[config.mk]
export PLATFORM = sky130hd
export DESIGN_NAME = adder_carry_seq
export DESIGN_NICKNAME = d
export VERILOG_FILES = /design/src/rtl/adder_carry_seq.sv
export SDC_FILE = /design/constraint.sdc
export NUM_CORES = 1
export LEC_CHECK = 0
export ABC_AREA = 1
export BUFFER_PORTS_ARGS = -buffer_cell sky130_fd_sc_hd__clkbuf_2
export CORE_AREA = 3 3 40 42
export DETAILED_ROUTE_END_ITERATION = 8
export DIE_AREA = 0 0 43 45
export GPL_TIMING_DRIVEN = 0
export MAX_ROUTING_LAYER = met4
export PLACE_DENSITY = 0.76
export SYNTH_ARGS = -nofsm -noshare
export SYNTH_HDL_FRONTEND = slang
export SYNTH_SLANG_ARGS = --single-unit
[constraint.sdc]
create_clock -name clk -period 3.9 [get_ports clk]
set_clock_uncertainty 0.15 [all_clocks]
set_input_delay 1.17 -clock clk [delete_from_list [all_inputs] [get_ports clk]]
set_output_delay 1.17 -clock clk [all_outputs]
set_load 0.005 [all_outputs]
[src/rtl/adder_carry_seq.sv]
// Multi-precision sequential adder: adds two N*W-bit operands one N-bit word
// per accepted cycle (LSW first), chaining the carry between words.
module adder_carry_seq #(
  parameter int unsigned N = 4,
  parameter int unsigned W = 4
) (
  input  logic         clk,
  input  logic         reset,
  input  logic         start,
  input  logic [N-1:0] a_in,
  input  logic [N-1:0] b_in,
  input  logic         in_valid,
  output logic         in_ready,
  output logic [N-1:0] sum_out,
  output logic         sum_valid,
  output logic         last,
  output logic         cout,
  output logic         done_tick
);

  localparam int unsigned CW = (W > 1) ? $clog2(W) : 1;

  typedef enum logic {IDLE, RUN} state_t;

  state_t          state_q, state_d;
  logic            carry_q, carry_d;
  logic [CW-1:0]   cnt_q, cnt_d;
  logic [N-1:0]    sum_d;
  logic            sum_valid_d, last_d, cout_d, done_d;
  logic [N:0]      ext;

  // Word-level add with carry-in from the previous word
  assign ext = {1'b0, a_in} + {1'b0, b_in} + {{N{1'b0}}, carry_q};

  assign in_ready = (state_q == RUN);

  // Next-state and next-output decode
  always_comb begin
    state_d     = state_q;
    carry_d     = carry_q;
    cnt_d       = cnt_q;
    sum_d       = sum_out;
    sum_valid_d = 1'b0;
    last_d      = 1'b0;
    done_d      = 1'b0;
    cout_d      = cout;
    case (state_q)
      IDLE: begin
        if (start) begin
          state_d = RUN;
          carry_d = 1'b0;
          cnt_d   = '0;
          cout_d  = 1'b0;
        end
      end
      RUN: begin
        if (in_valid) begin
          sum_d       = ext[N-1:0];
          sum_valid_d = 1'b1;
          carry_d     = ext[N];
          if (cnt_q == CW'(W - 1)) begin
            last_d  = 1'b1;
            done_d  = 1'b1;
            cout_d  = ext[N];
            state_d = IDLE;
          end else begin
            cnt_d = cnt_q + CW'(1);
          end
        end
      end
      default: state_d = IDLE;
    endcase
  end

  always_ff @(posedge clk or negedge reset) begin
    if (!reset) begin
      state_q   <= IDLE;
      carry_q   <= 1'b0;
      cnt_q     <= '0;
      sum_out   <= '0;
      sum_valid <= 1'b0;
      last      <= 1'b0;
      cout      <= 1'b0;
      done_tick <= 1'b0;
    end else begin
      state_q   <= state_d;
      carry_q   <= carry_d;
      cnt_q     <= cnt_d;
      sum_out   <= sum_d;
      sum_valid <= sum_valid_d;
      last      <= last_d;
      cout      <= cout_d;
      done_tick <= done_d;
    end
  end

endmodule

==> impl_results.md, run 1 <==
- First-pass GRT wire length: 1.82 mm
- Power, Total: 423 uW
- # hold bufs at CTS: 0
- Clk sinks: 11
- Setup-failing EPs final: 0
- Die area: just under 2000 sq um
- HP Class: register to register
- Post-CTS Setup Bufs: 0
- Register Area: 275 sq um
- Wirelength per Cell: 9.99 um
- Largest net degree at the start of global routing: 12
- Synthesized netlist cell count: 66
- Vias: 492
- Row count: 13
- Synth Area in Compound Gates: 0.0425
- Final min period: 2.61 ns
- Layout cells sized above 1: 0.322
- CP Cell Sequence: clkbuf_2 -> fa_1 -> fa_1 -> nand2_1 -> nand2_1 -> a21oi_1 -> nand2_1 -> nand2_1 -> inv_1
- Critical path's most frequent cell: nand2_1
- Max-cap violations: 0
- CP required: 3.91 ns
- Power per cell area: 576 nW/um^2
- Combinational family with the most area after synthesis: simple AND/OR/NAND/NOR gates
- Final Cycle Share: 0.670
- Register area share after synthesis: 0.467
- Detailed Routing Iterations Pass 1: 4
- Syn nets: 84
- Critical Path AT: 2.62 ns
- Worst-skew pair later-pin latency: 0.26 ns
- H-tree lvl count: 1
- Worst-margin pin slew: 0.268 ns
- Pleak: 0.000426 uW
- Syn_area_per_cell: 8.93 sq um
- Die Y: between 40 and 50 um
- Area delta synth->final: 24.6%
- Starting Density: 0.459
- Std-Cell Core Area: 1280 sq um
- Hold WS: 0.330 ns
- Util after Layout: 0.572
- Crit-path leading delay family: adder cells
- Final nets: 109
- Clock Tree Buf Depth: 2
- Flops & latches, synth: 11
- CP Capture Type: register
- Sum Neg Setup Slack: 0 ns
- Mux share of post-synthesis cell area: 0
- Distinct cell type count after synthesis: 14
- Reg clk slew, reported paths: 0.07 ns
- Port bufs: 20
- Setup crit start kind: primary input
- Total gr overflow: 0
- Fin. max-slew vios: 0
- Area of the multi-input gates: 272 sq um
- Synth warnings: 0
- Crit-path slowest cell: fa_1
- WL final: 1.05 mm
- Fmax: approximately 380 MHz
- Fill cells: 129
- Outcome: complete, no violations
- I/O pin cnt: 21
- Number of global-route vias before repair: between 400 and 500
- Adder-Cell Fraction of Synth Area: 0.153
- DPL Wire Length: 855 um
- Num CTS Buffers: 3
- Critical path type: primary input to register
- Worst path max stage delay: about 0.45 ns
- First DRT Iteration DRCs: 9
- RSZ-0062 raised after global routing: no
- DR vias/cell: 4.69
- RD Place Congestion: ~0.68
- Gates resized, CTS repair: 0
- Die width: 43 um
- Synthesized area: 589 sq um
- Xor/xnor cell area share of the yosys netlist: 0
- Final antenna-violating net count: 0
- DRC: 0
- Final hold vios: 0
- Post-synthesis simple-gate area fraction: 0.265
- Total track usage: 0.128
- Worst-path fanout max: 2
- Worst IR Drop VDD: 0.184 mV
- CTS root buf: clkbuf_4
- Diode count: 0
- CTS tree: yes
- Initial antenna violation count: 0
- Worst path buffer plus inverter count: 2
- Slew Limit Headroom: 0.821
state kept, by name (all words and copies together), names as in the netlist:
| name | cells |
|---|---|
| cnt_q | 2 |
| carry_q | 1 |
| sum_out | 4 |
| in_ready | 1 |
| sum_valid | 1 |
| done_tick | 1 |
| cout | 1 |
cell usage in the layout (no fill, tap or decap):
cell type / count
a21oi_1: 2
buf_4: 1
clkbuf_1: 1
clkbuf_2: 20
clkbuf_4: 3
dfrtp_1: 11
fa_1: 2
ha_1: 4
inv_1: 7
inv_6: 1
nand2_1: 20
nand2_2: 3
nand2_4: 1
nand3_1: 8
nor2_1: 3
o21ai_0: 1
o21ai_1: 2
worst paths after layout:
path | start | end | slack [ns] | depth (start not counted)
max in group asynchronous | reset | sum_out[2] | 2.77 | 1
hold reg to reg | sum_out[0] | sum_out[0] | 0.33 | 2
setup reg to reg | carry_q | carry_q | 1.96 | 8
min in group asynchronous | reset | in_ready | 0.62 | 1
hold / removal | sum_out[0] | sum_out[0] | 0.33 | 2
setup / recovery | a_in[0] | carry_q | 1.29 | 9
layer usage:
metal	GRT usage	vias up	part of all wire
met5	-	-	0
met4	0.0542	0	0
met3	0.0239	0	0.070
met2	0.195	22	0.44
met1	0.169	215	0.49
li1	-	255	-
cell usage after synthesis:
master / count / share of area
nand2_4: 1 / 0.019
nand2_1: 20 / 0.13
buf_4: 1 / 0.013
o21ai_0: 1 / 0.0085
nand2_2: 3 / 0.032
inv_1: 7 / 0.045
ha_1: 4 / 0.085
fa_1: 2 / 0.068
dfrtp_1: 11 / 0.47
nor2_1: 3 / 0.019
inv_6: 1 / 0.015
o21ai_1: 2 / 0.017
a21oi_1: 2 / 0.017
nand3_1: 8 / 0.068
cell type report:
type | count | share of cell area
Sequential cell | 11 | 0.375
Clock buffer | 4 | 0.0358
Timing Repair Buffer | 20 | 0.136
Tap cell | 15 | 0.0256
Multi-Input combinational cell | 46 | 0.370
Inverter | 8 | 0.0477
Buffer | 1 | 0.0102
cells by family (layout without fill, tap and decap cells):
group                    count (synthesis)  after routing
AND/OR/NAND/NOR                         35             35
flip-flops                              11             11
buffers and inverters                    9             33
adder cells (fa/ha/maj)                  6              6
AO/OA/AOI/OAI                            5              5
report_power, final:
group,switching (uW),leakage [uW],internal [uW]
registers,25.2,0.000133,159
clock network,35.8,0.0000150,39.5
logic,89.2,0.000279,74.5
total,150,0.000426,273
metrics by stage:
stage,instance area (sq um),setup slack (ns),std cells
2_1_floorplan,589,1.24,66
3_3_place_gp,708,1.02,101
3_5_place_dp,708,1.00,101
4_1_cts,734,1.28,105
5_1_grt,734,1.21,105
6_report,734,1.29,105
tightest hold or removal path: cells and delay by family, from the launching register on:
family,cells,cell delay (ns)
and+or+nand+nor,2,0.10
DFF,1,0.34
No activity file was read; power rests on OpenSTA's default activity.
==> run 2: changes to the inputs <==
--- a/config.mk
+++ b/config.mk
@@ -7,9 +7,9 @@
 export LEC_CHECK = 0
 export ABC_AREA = 1
 export BUFFER_PORTS_ARGS = -buffer_cell sky130_fd_sc_hd__clkbuf_2
-export CORE_AREA = 3 3 40 42
+export CORE_MARGIN = 3
+export CORE_UTILIZATION = 42
 export DETAILED_ROUTE_END_ITERATION = 8
-export DIE_AREA = 0 0 43 45
 export GPL_TIMING_DRIVEN = 0
 export MAX_ROUTING_LAYER = met4
 export PLACE_DENSITY = 0.76
==> constraint.sdc (replaced) <==
create_clock -name clk -period 2.3 [get_ports clk]
set_clock_uncertainty 0.15 [all_clocks]
set_input_delay 0.69 -clock clk [delete_from_list [all_inputs] [get_ports clk]]
set_output_delay 0.69 -clock clk [all_outputs]
set_load 0.005 [all_outputs]
==> impl_results.md, run 2 (synthesis results as in run 1) <==
- Starting Density: 0.491 (was 0.459)
- # hold bufs at CTS: 0 (unchanged)
- WL final: 1.17 mm (was 1.05 mm)
- I/O pin cnt: 21 (unchanged)
- Total track usage: 0.160 (was 0.128)
- DR vias/cell: 5.02 (was 4.69)
- CP Cell Sequence: clkbuf_2 -> fa_1 -> fa_1 -> nand2_1 -> nand2_1 -> a21oi_1 -> nand2_1 -> nand2_1 -> inv_1 (unchanged)
- Setup crit start kind: primary input (unchanged)
- Clock Tree Buf Depth: 2 (unchanged)
- Worst-skew pair later-pin latency: 0.26 ns (about the same)
- Psw: 265 uW (was 150 uW)
- Comb pwr share: 0.387 (about the same)
- Largest net degree at the start of global routing: 12 (unchanged)
- Worst IR Drop VDD: 0.459 mV (was 0.184 mV)
- Gates resized, CTS repair: 0 (unchanged)
- Die area: 1890 sq um (was 1940 sq um)
- CP Capture Type: register (unchanged)
- Diode count: 0 (unchanged)
- Worst path max stage delay: 0.46 ns (was 0.45 ns)
- Final nets: 109 (unchanged)
- Pleak: 0.000426 uW (unchanged)
- Initial antenna violation count: 0 (unchanged)
- Post-CTS Setup Bufs: 0 (unchanged)
- Fmax: between 400 and 500 MHz
- Sw frac: 0.364 (was 0.355)
- Int Power: 463 uW (was 273 uW)
- Flop2flop setup slack: 0.32 ns (was 1.96 ns)
- Sum Neg Setup Slack: 0 ns (unchanged)
- Max-cap violations: 0 (unchanged)
- RD Place Congestion: 0.698 (was 0.677)
- CP required: 2.31 ns (was 3.91 ns)
- Most frequent cells in the layout: nand2_1, clkbuf_2, dfrtp_1 (unchanged)
- Detailed Routing Iterations Pass 1: 3 (was 4)
- H-tree lvl count: 1 (unchanged)
- Slew Limit Headroom: 0.815 (was 0.821)
- Reg clk slew, reported paths: 0.07 ns (about the same)
- Die Y: 43.5 um (was 45 um)
- Die width: 43.5 um (was 43 um)
- First-pass GRT wire length: 2.13 mm (was 1.82 mm)
- Layout cells sized above 1: 0.322 (unchanged)
- Critical path's most frequent cell: nand2_1 (unchanged)
- HP Class: primary input to asynchronous set/reset pin (was register to register)
- Worst-path fanout max: 2 (unchanged)
- Std-Cell Core Area: 1200 sq um (was 1280 sq um)
- CTS tree: yes (unchanged)
- Total gr overflow: 0 (unchanged)
- Outcome: complete, no violations (unchanged)
- First DRT Iteration DRCs: 2 (was 9)
- Setup ws final: 0.138 ns (was 1.29 ns)
- Setup-failing EPs final: 0 (unchanged)
- Worst-margin pin slew: 0.278 ns (was 0.268 ns)
- Port bufs: 20 (unchanged)
- Final min period: 2.16 ns
- Final antenna-violating net count: 0 (unchanged)
- Worst path buffer plus inverter count: 2 (unchanged)
- Area delta synth->final: 24.4% (was 24.6%)
- Number of global-route vias before repair: 533 (was 443)
- Row count: 12 (was 13)
- Fin. max-slew vios: 0 (unchanged)
- Registers with the most flip-flops: sum_out: 4 flops, cnt_q: 2 flops (unchanged)
- Crit-path leading delay family: adder cells (unchanged)
- Critical Path AT: 2.18 ns (was 2.62 ns)
- Clk pwr share: 0.179 (was 0.178)
- Crit-path slowest cell: fa_1 (unchanged)
- Clk sinks: 11 (unchanged)
- Power per cell area: 994 nW/um^2 (was 576 nW/um^2)
- DP Worst Slack: -0.140 ns (was 1.00 ns)
- DPL Wire Length: 950 um (was 855 um)
- Num CTS Buffers: 3 (unchanged)
- DRC: 0 (unchanged)
- Final hold vios: 0 (unchanged)
- Wirelength per Cell: 11.3 um (was 9.99 um)
- CTS root buf: clkbuf_4 (unchanged)
- Final Cycle Share: 0.940
- Max reg flops: 4 (unchanged)
- Power share of the sequential group: 0.433 (was 0.435)
- Vias: 522 (was 492)
- Critical path type: primary input to register (unchanged)
- Util after Layout: 0.610 (was 0.572)
- RSZ-0062 raised after global routing: no (unchanged)
- Largest Register: sum_out (unchanged)
run 2: cell counts in the layout (fill, tap and decap cells not counted):
No cell type changed its count.
run 2: power groups by stage:
stage	clock network (uW)	registers, uW	logic, uW
finish	131	316	282
global route	144	327	334
CTS	133	317	289
detailed placement	0	319	285
global placement	0	315	272
floorplan	0	318	174
run 2: layout make-up:
cell class	instances	area (sq um)
fillers	120	468
flip-flops and latches	11	275
inverters	8	35.0
repair buffers	20	100
well taps	14	17.5
plain buffers	1	7.51
clock buffers	4	26.3
multi-input cells	46	272
run 2: path summary, 6_finish.rpt:
path / cells after the start / start / to
setup / recovery: 9 / a_in[0] / carry_q
hold / removal: 1 / reset / sum_out[0]
setup reg to reg: 8 / carry_q / carry_q
hold reg to reg: 2 / sum_out[0] / sum_out[0]
max in group asynchronous: 1 / reset / sum_out[1]
min in group clk: 2 / sum_out[0] / sum_out[0]
run 2: layer usage:
metal,wire [um],share of wire,global-route usage,vias to the layer above
li1,-,-,-,256
met1,493,0.42,0.175,243
met2,560,0.48,0.248,21
met3,96,0.082,0.0456,2
met4,23,0.020,0.108,0
met5,0,0,-,-
run 2: through the flow:
step	hold WS [ns]	cell area (sq um)	total power [uW]	cells
after global routing	0.146	733	806	104
after floorplan	0.244	589	492	66
after detailed placement	0.315	707	604	100
final	0.139	733	729	104
after global placement	0.313	707	588	100
after CTS	0.145	733	739	104
